`config.mk`:
```
export PLATFORM = sky130hd
export DESIGN_NAME = boot_copier
export DESIGN_NICKNAME = d
export VERILOG_FILES = /design/src/rtl/boot_pkg.sv /design/src/rtl/boot_copier.sv
export SDC_FILE = /design/constraint.sdc
export NUM_CORES = 1
export LEC_CHECK = 0
export CORE_MARGIN = 3
export CORE_UTILIZATION = 32
export CTS_BUF_LIST = sky130_fd_sc_hd__clkbuf_8
export DETAILED_ROUTE_END_ITERATION = 16
export GPL_ROUTABILITY_DRIVEN = 1
export PLACE_DENSITY_LB_ADDON = 0.15
export SLEW_MARGIN = 20
export SYNTH_ARGS = -nofsm -noshare
export SYNTH_HDL_FRONTEND = slang
export SYNTH_SLANG_ARGS = --single-unit
```
`constraint.sdc`:
```
create_clock -name romclk -period 2.18 [get_ports romclk]
set_input_delay 0.436 -clock romclk [delete_from_list [all_inputs] [get_ports romclk]]
set_output_delay 0.436 -clock romclk [all_outputs]
set_load 0.03 [all_outputs]
```
`src/rtl/boot_pkg.sv`:
```
// Shared definitions for the boot copy engine: FSM encoding and default geometry.
package boot_pkg;

   localparam int BOOT_WORDS     = 32;
   localparam int BOOT_ROM_AW    = 5;
   localparam int BOOT_RAM_AW    = 12;
   localparam int BOOT_DEST_BASE = 0;

   typedef enum logic [2:0] {
      IDLE  = 3'd0,
      ADDR  = 3'd1,
      CAPT  = 3'd2,
      WRITE = 3'd3,
      DONE  = 3'd4
   } copy_state_t;

endpackage

```
`src/rtl/boot_copier.sv`:
```
// Post-reset boot copier: streams WORDS words from the boot ROM into main RAM
// starting at DEST_BASE, holds the CPU until the image is in place and keeps a
// 16-bit additive checksum of everything copied.
module boot_copier
   import boot_pkg::*;
#(
   parameter int WORDS     = BOOT_WORDS,
   parameter int ROM_AW    = BOOT_ROM_AW,
   parameter int RAM_AW    = BOOT_RAM_AW,
   parameter int DEST_BASE = BOOT_DEST_BASE
) (
   input  logic              romclk,
   input  logic              rst,
   input  logic              en,
   output logic              rom_cs,
   output logic              rom_we,
   output logic [ROM_AW-1:0] rom_addr,
   input  logic [15:0]       rom_dout,
   output logic              ram_cs,
   output logic              ram_we,
   output logic [RAM_AW-1:0] ram_addr,
   output logic [15:0]       ram_din,
   input  logic              ram_ack,
   output logic              cpu_hold,
   output logic              done,
   output logic [15:0]       checksum
);

   localparam logic [ROM_AW-1:0] LAST_IDX = ROM_AW'(WORDS - 1);
   localparam logic [RAM_AW-1:0] BASE_A   = RAM_AW'(DEST_BASE);

   copy_state_t       state_q, state_d;
   logic [ROM_AW-1:0] idx_q, idx_d;
   logic [15:0]       buf_q, buf_d;
   logic [15:0]       sum_q, sum_d;
   logic              done_q, done_d;

   // State register; rst aborts any copy in progress immediately.
   always_ff @(posedge romclk or posedge rst) begin
      if (rst) begin
         state_q <= IDLE;
      end else begin
         state_q <= state_d;
      end
   end

   // Next-state decode: one ROM read (ADDR, CAPT) then one RAM write per word.
   always_comb begin
      state_d = state_q;
      case (state_q)
         IDLE:    if (en) state_d = ADDR;
         ADDR:    state_d = CAPT;
         CAPT:    state_d = WRITE;
         WRITE:   if (ram_ack) state_d = (idx_q == LAST_IDX) ? DONE : ADDR;
         DONE:    state_d = DONE;
         default: state_d = IDLE;
      endcase
   end

   // Datapath next values: capture ROM word and accumulate checksum in CAPT,
   // advance the word index only once the RAM has accepted the write.
   always_comb begin
      idx_d  = idx_q;
      buf_d  = buf_q;
      sum_d  = sum_q;
      done_d = (state_q == DONE);
      if (state_q == CAPT) begin
         buf_d = rom_dout;
         sum_d = sum_q + rom_dout;
      end
      if ((state_q == WRITE) && ram_ack && (idx_q != LAST_IDX)) begin
         idx_d = idx_q + ROM_AW'(1);
      end
   end

   // Datapath registers. done is flopped from the DONE state so the CPU
   // release comes straight off a register, one cycle after the last write.
   always_ff @(posedge romclk or posedge rst) begin
      if (rst) begin
         idx_q  <= '0;
         buf_q  <= '0;
         sum_q  <= '0;
         done_q <= 1'b0;
      end else begin
         idx_q  <= idx_d;
         buf_q  <= buf_d;
         sum_q  <= sum_d;
         done_q <= done_d;
      end
   end

   // Output decode from registered state only; buses are zeroed when idle.
   always_comb begin
      rom_cs   = 1'b0;
      rom_we   = 1'b0;
      rom_addr = '0;
      ram_cs   = 1'b0;
      ram_we   = 1'b0;
      ram_addr = '0;
      ram_din  = '0;
      case (state_q)
         ADDR, CAPT: begin
            rom_cs   = 1'b1;
            rom_addr = idx_q;
         end
         WRITE: begin
            ram_cs   = 1'b1;
            ram_we   = 1'b1;
            ram_addr = BASE_A + RAM_AW'(idx_q);
            ram_din  = buf_q;
         end
         default: ;
      endcase
      done     = done_q;
      cpu_hold = ~done_q;
      checksum = sum_q;
   end

endmodule

```
Word level (Yosys, flattened, before mapping)
Cells that the tools add are included.
{ "op_classes": {"bitwise_logic": 1, "add_sub_neg": 2, "n_reduce_logical": 5, "n_eq_ne": 8, "muxes": 9} }
{ "op_table": {"columns": ["cell", "n"], "rows": [
  ["$add 16x16->16", 1],
  ["$mux 16", 1],
  ["$pmux 3 s5", 1],
  ["$mux 5", 2],
  ["$mux 3", 3],
  ["$eq 3x2->1 const B", 2],
  ["$add 5x1->5 const B", 1],
  ["$eq 5x5->1 const B", 1],
  ["$ne 5x5->1 const B", 1],
  ["$ne 2x2->1 const B", 2],
  ["$eq 3x1->1 const B", 1],
  ["$eq 3x3->1 const B", 1],
  ["$logic_not 3->1", 1],
  ["$logic_and 1x1->1", 2],
  ["$mux 1", 2],
  ["$reduce_and 2->1", 1],
  ["$reduce_or 2->1", 1],
  ["$not 1->1", 1]
]} }
{ "totals": {"reg_bits": 41, "word_cells": 30, "out_inout_bits": 55} }

Longest topological paths before layout
Gate-level depths: netlist of the first run.
{ "logic_depth": {"word_depth": 4, "depth_mapped": 8} }

Worst setup path before layout of the first run
OpenSTA, ideal clock, no wires.
{ "synth_timing": {"path_kind": "register to register", "from": "register sum_q[0] (netlist: checksum[0])", "to": "register sum_q[10] (netlist: checksum[10])", "period_less_slack_ps": 2319, "arrival_time_ps": 2187, "stages_incl_launch_ff": 9, "t_required_ps": 2048, "n_path_buf": 0, "setup_slack_ps": -139, "setup_ps": 132, "cell_sequence": "dfrtp_1 > ha_1 > fa_1 > a21oi_1 > o21ai_1 > a311o_1 > a31oi_1 > xor2_1 > o21ai_1"} }
{ "synth_between": {"elab_chain_len": 1} }
{ "synth_rtl": {"columns": ["item", "line_no", "rtl"], "rows": [
  ["from (decl)", "boot_copier.sv:35", "logic [15:0] sum_q, sum_d;"],
  ["from (signal assigned)", "boot_copier.sv:87", "sum_q <= sum_d;"],
  ["$add 16x16->16", "boot_copier.sv:69", "sum_d = sum_q + rom_dout;"]
]} }
Every way passes these cells.
A chain may end at the register's enable or synchronous reset.

Final worst setup path of the first run
Same ends and word-level chain as after synthesis.

==> reports/metrics.cfg, run 1 <==
[power]
p_comb_share_pct = 68.3
p_clk_share_pct = 11.0
p_int_mw = 3.83
p_per_area_nw_per_um2 = 1740
p_sw_mw = 2.98
seqPwrFrac_pct = 20.6
sw_frac_of_total_pct = 43.8
leakage_nw = 1.81
vdd_drop_max_mv = 0.783

[floorplan]
rows = 32
core_area_sq_um = 7770
die_y_um = 95.6
floorplan.initialDensity_pct = 33.1
io_pins = 75
die-area_sq_um = 9150
die_w_um = 95.6

[worst_setup_path]
critical-path-top-delay-family = compound AO/OA/AOI/OAI gates
reg2reg_slack_ns = 0.08
r2r_cells = 8
worstPathArrival_ns = 2.26
startpoint = checksum[0]
cp-end-kind = flip-flop
crit_path_end = checksum[10]
crit_type = flip-flop to flip-flop
crit_fanout = 3
slowest_stage = dfrtp_2
worst-path-buf-inv = 0
critPathRequiredTime_ns = 2.35
max_stage_delay_ns = 0.43
r2r_end = checksum[10]
start_kind = flip-flop
crit_chain = ha_4 -> fa_2 -> a21oi_4 -> o21ai_2 -> a311o_1 -> a31oi_1 -> xor2_1 -> o21ai_1
crit_cells = 8
r2r-start = checksum[0]

[finish]
utilization_pct = 50.4
nFillCells = 728
num_antenna_cells = 0
synthToLayoutAreaGrowth_pct = 52.2
mostFrequentLayoutCells = buf_4, dfrtp_1, clkdlybuf4s50_1
final_common_cell = buf_4
drive_above_1_share_pct = 33.3
final_nets = 415

[synth]
ys_ff_latch = 41
synth_area_sq_um = 2570
async_flop_share_pct = 100
synth_edf_count = 0
synth_cell_types = 43
yosys_warnings = 0
yosysSeqAreaShare_pct = 39.9
syn_area_per_cell_sq_um = 9.67
synth_ff_type = dfrtp_1
synth_cells = 266

[hold_path]
hp-class = input port to async pin

[global_route]
overflow = 0
antenna_found_initial = 0
grt_pass1_vias = 2136
grt_max_degree = 45
grt_usage_pct = 13.9
grt_pass1_wl_um = 9880

[clock_network]
cts-buffers-inserted = 5
cts_tree = done
clockBufferDepth = 2
clock_sinks = 41
htreeDepth = 2
path_clk_slew_ns = 0.10
cts_hold_buf = 0
cts_root_buf = clkbuf_8
clock_latency_ns = 0.30

[sta]
fin_ws_ns = 0.0845
fin_hold_ws_ns = 0.458
hold_viol = 0
fmax_ghz = 0.477
tns_ns = 0
setup_viol = 0
slew_violations = 0
rsz0062_at_grt = yes
finalCritPeriodShare_pct = 96.1
layout_min_cycle_time_ns = 2.10
skew_ns = 0.0147

[place]
port_buffers = 66
hpwl_um = 4720
pre_cts_slack_ns = -0.549
place.gp.congestion = 0.834

[detailed_routing]
viasPerCell = 4.60
drt-initial-drc-count = 78
drt_pass1_iterations = 4
ant_nets = 0
drc = 0
routedWlPerCell_um = 13.0
vias = 2206
routed_wl_um = 6250

[run_status]
outcome = completed

[job]
max_cap_viol_count = 0

==> power by group through the flow <==
stage	sequential [mW]	combinational (mW)	clock [mW]
2_1_floorplan	1.64	2.42	0
3_3_place_gp	1.38	4.48	0
3_5_place_dp	1.40	4.51	0
4_1_cts	1.39	4.55	0.765
5_1_grt	1.46	5.08	0.801
6_report	1.40	4.65	0.752
==> metrics by stage <==
step           instance area (sq um)  std cells  total power, mW
2_1_floorplan                   2610        273             4.06
3_3_place_gp                    3620        471             5.86
3_5_place_dp                    3620        471             5.91
6_report                        3910        480             6.81
5_1_grt                         3910        480             7.34
4_1_cts                         3800        479             6.71
==> cell usage after synthesis, drive strengths merged, types with 3 or more instances <==
library cell,count,area share (%)
a21o,3,0.88
a21oi,14,2.7
and2,27,6.6
and3,3,0.73
buf,15,3.8
clkbuf,6,0.88
dfrtp,41,40
ha,17,8.3
inv,8,1.2
mux2,19,8.3
nand2,30,4.4
nand3,3,0.58
nand4,3,0.73
nor2,8,1.2
nor3b,3,1.3
o21ai,20,3.9
xnor2,10,3.4
xor2,7,2.4
==> timing repair <==
action                     4_1_cts  5_1_grt
setup endpoints to repair       13        6
buffers inserted                 0        1
pin swaps                        8        4
hold endpoints to repair         0        0
resized for setup               19       18
==> logic make-up after synthesis <==
family | count (synthesis) | synth area share [%]
other | 1 | 0.146
DFF | 41 | 39.9
and+or+nand+nor | 87 | 18.0
adders and majority gates | 18 | 9.05
AOI/OAI and AO/OA | 53 | 12.6
xor gates and xnor gates | 17 | 5.79
buffers and inverters | 29 | 5.84
muxes | 20 | 8.71
==> routing by layer <==
metal / vias up / track usage, % / share of wire, %
met5: - / 0 / 0
met4: 0 / 3.20 / 0.86
met3: 5 / 3.55 / 5.7
met2: 57 / 23.2 / 48
met1: 1016 / 18.0 / 45
li1: 1128 / - / -
==> sequential cells by signal (all words and copies together) (netlist names) <==
signal,flops
state_q,3
idx_q,5
buf_q,16
done,1
checksum,16
==> worst reg2reg max path, delay by kind of cell (launching register included) <==
family / cells / cell delay, ns
XOR/XNOR: 1 / 0.17
flip-flops: 1 / 0.43
adder cells (fa/ha/maj): 2 / 0.53
AO/OA/AOI/OAI: 5 / 0.83
==> cell type report <==
cell class | count | area [sq um] | area share [%]
clock buffer | 5 | 68.8 | 1.76
multi-input combinational | 203 | 1580 | 40.4
timing repair buffer | 118 | 1010 | 25.8
tap | 102 | 128 | 3.26
inverter | 8 | 30.0 | 0.768
clock inverter | 3 | 68.8 | 1.76
sequential | 41 | 1030 | 26.3
==> worst min-delay path by stage <==
stage | from | end | depth (start not counted)
2_1_floorplan | buf_q[15] | buf_q[15] | 2
3_3_place_gp | buf_q[15] | buf_q[15] | 2
3_5_place_dp | buf_q[15] | buf_q[15] | 2
4_1_cts | rst | idx_q[4] | 3
5_1_grt | rst | state_q[0] | 3
6_report | rst | state_q[1] | 3
Power figures use the tool's default switching activity.
==> run 2: changes to the inputs <==
==> constraint.sdc (replaced) <==
create_clock -name romclk -period 2.1 [get_ports romclk]
set_input_delay 0.42 -clock romclk [delete_from_list [all_inputs] [get_ports romclk]]
set_output_delay 0.42 -clock romclk [all_outputs]
set_load 0.03 [all_outputs]
==> run 2 against run 1 <==
  * Via count rose by 2.2%
  * Sequential power rose by 6%
  * Routed wire length rose by 3.1%
  * Sequential share of layout area rose by 0.31 points
  * Count of clock-buffer cells in the layout did not move
  * Hold slack barely moved
  * Total power rose by 0.79%
  * Register-to-register slack got worse by 0.06 ns
  * Die area did not move
  * Non-clock buffer count fell by 4
  * Combinational power rose by 4.5%
==> reports/metrics.cfg, run 2 (same netlist as run 1, synthesis figures left out) <==
[sta]
skew_ns = 0.00683  ; was 0.0147 ns
fin_ws_ns = 0.00732  ; was 0.0845 ns
hold_viol = 0  ; unchanged
layout_min_cycle_time_ns = 2.09
setup_viol = 0  ; unchanged
fin_hold_ws_ns = 0.458  ; about the same
fmax_ghz = 0.478
tns_ns = 0  ; unchanged
finalCritPeriodShare_pct = 99.7
slew_violations = 0  ; unchanged
rsz0062_at_grt = yes  ; unchanged

[clock_network]
cts-buffers-inserted = 5  ; unchanged
htreeDepth = 2  ; unchanged
path_clk_slew_ns = 0.08  ; was 0.10 ns
cts_root_buf = clkbuf_8  ; unchanged
clock_latency_ns = 0.30  ; about the same
clock_sinks = 41  ; unchanged
cts_hold_buf = 0  ; unchanged
cts_tree = done  ; unchanged
clockBufferDepth = 2  ; unchanged

[power]
p_per_area_nw_per_um2 = 1770  ; was 1740 nW/um^2
total_power_mw = 6.86  ; was 6.81 mW
vdd_drop_max_mv = 0.750  ; was 0.783 mV
leakage_nw = 1.77  ; was 1.81 nW

[finish]
num_antenna_cells = 0  ; unchanged
final_common_cell = buf_4  ; unchanged
fin_area_sq_um = 3870  ; was 3910 sq um
utilization_pct = 49.8  ; was 50.4%
nFillCells = 757  ; was 728
drive_above_1_share_pct = 34.2  ; was 33.3%
multi_input_area_sq_um = 1610  ; was 1580 sq um
final_nets = 411  ; was 415
synthToLayoutAreaGrowth_pct = 50.4  ; was 52.2%
stdcell_count = 476  ; was 480
mostFrequentLayoutCells = buf_4, dfrtp_1, clkdlybuf4s50_1  ; unchanged
regArea_sq_um = 1030  ; unchanged

[floorplan]
rows = 32  ; unchanged
die_y_um = 95.6  ; unchanged
io_pins = 75  ; unchanged
floorplan.initialDensity_pct = 33.1  ; unchanged
core_area_sq_um = 7770  ; unchanged
die_w_um = 95.6  ; unchanged
die-area_sq_um = 9150  ; unchanged

[global_route]
grt_pass1_wl_um = 10100  ; was 9880 um
grt_usage_pct = 14.4  ; was 13.9%
grt_pass1_vias = 2166  ; was 2136
antenna_found_initial = 0  ; unchanged
overflow = 0  ; unchanged
grt_max_degree = 42  ; was 45

[detailed_routing]
drc = 0  ; unchanged
vias = 2255  ; was 2206
drt-initial-drc-count = 82  ; was 78
drt_pass1_iterations = 5  ; was 4
viasPerCell = 4.74  ; was 4.60
ant_nets = 0  ; unchanged
routedWlPerCell_um = 13.5  ; was 13.0 um
routed_wl_um = 6440  ; was 6250 um

[worst_setup_path]
cp-end-kind = flip-flop  ; unchanged
r2r-start = checksum[0]  ; unchanged
crit_type = input port to flip-flop  ; was flip-flop to flip-flop
startpoint = rom_dout[4]  ; was checksum[0]
critPathRequiredTime_ns = 2.29  ; was 2.35 ns
start_kind = input port  ; was flip-flop
worstPathArrival_ns = 2.28  ; was 2.26 ns
crit_fanout = 4  ; was 3
reg2reg_slack_ns = 0.02  ; was 0.08 ns

[hold_path]
hp-class = input port to async pin  ; unchanged

[place]
port_buffers = 66  ; unchanged
place_area_sq_um = 3580  ; was 3620 sq um
dpl.cell_count = 465  ; was 471
hpwl_um = 4700  ; was 4720 um
place.gp.congestion = 0.822  ; was 0.834
pre_cts_slack_ns = -0.555  ; was -0.549 ns

[run_status]
outcome = completed  ; unchanged

[job]
max_cap_viol_count = 0  ; unchanged

run 2: cell count changes in the layout (fill, tap and decap cells not counted), moves of 2 or more:
cell	previous run	this run
a21oi_4	1	3
bufinv_16	2	0
clkdlybuf4s15_1	0	2
clkinv_2	0	2
dlygate4sd2_1	9	3
dlymetal6s2s_1	2	4
run 2: path summary, 6_finish.rpt:
kind,endpoint,cells after the start
max in group asynchronous,checksum[0],3
setup reg to reg,checksum[10],8
hold reg to reg,state_q[0],1
hold / removal,state_q[0],3
min in group romclk,buf_q[5],2
setup / recovery,checksum[15],8
run 2: area by class of cell:
class | count | area share [%]
clock buffers | 5 | 1.78
clock inverters | 3 | 0.453
inverters | 8 | 0.776
multi-input cells | 203 | 41.7
flip-flops and latches | 41 | 26.6
well taps | 102 | 3.30
repair buffers | 114 | 25.5
run 2: timing repair:
| action | 4_1_cts | 5_1_grt |
|---|---|---|
| cloned | 0 | 0 |
| setup endpoints to repair | 11 | 11 |
| pin swaps | 6 | 11 |
| resized for setup | 20 | 20 |
| setup buffers | 1 | 2 |
run 2: report_power, final:
group          total [mW]  internal [mW]  switching, mW
clock network       0.525          0.230          0.295
registers            1.48           1.18          0.300
logic                4.86           2.33           2.54
total                6.86           3.73           3.13
run 2: critical path: stages:
cell and delay [ns]:
clkdlybuf4s50_1 0.48, ha_4 0.34, a21oi_4 0.07, o21ai_1 0.24, a21oi_4 0.08, o311ai_4 0.31
nor4_1 0.08, a221o_1 0.26
run 2: layer usage:
| metal | share of wire, % | vias up | GRT usage (%) |
|---|---|---|---|
| met4 | 1.0 | 0 | 4.27 |
| met3 | 6.3 | 7 | 3.63 |
| met1 | 47 | 1061 | 19.0 |
| met5 | 0 | - | 0 |
| li1 | - | 1120 | - |
| met2 | 46 | 67 | 23.2 |
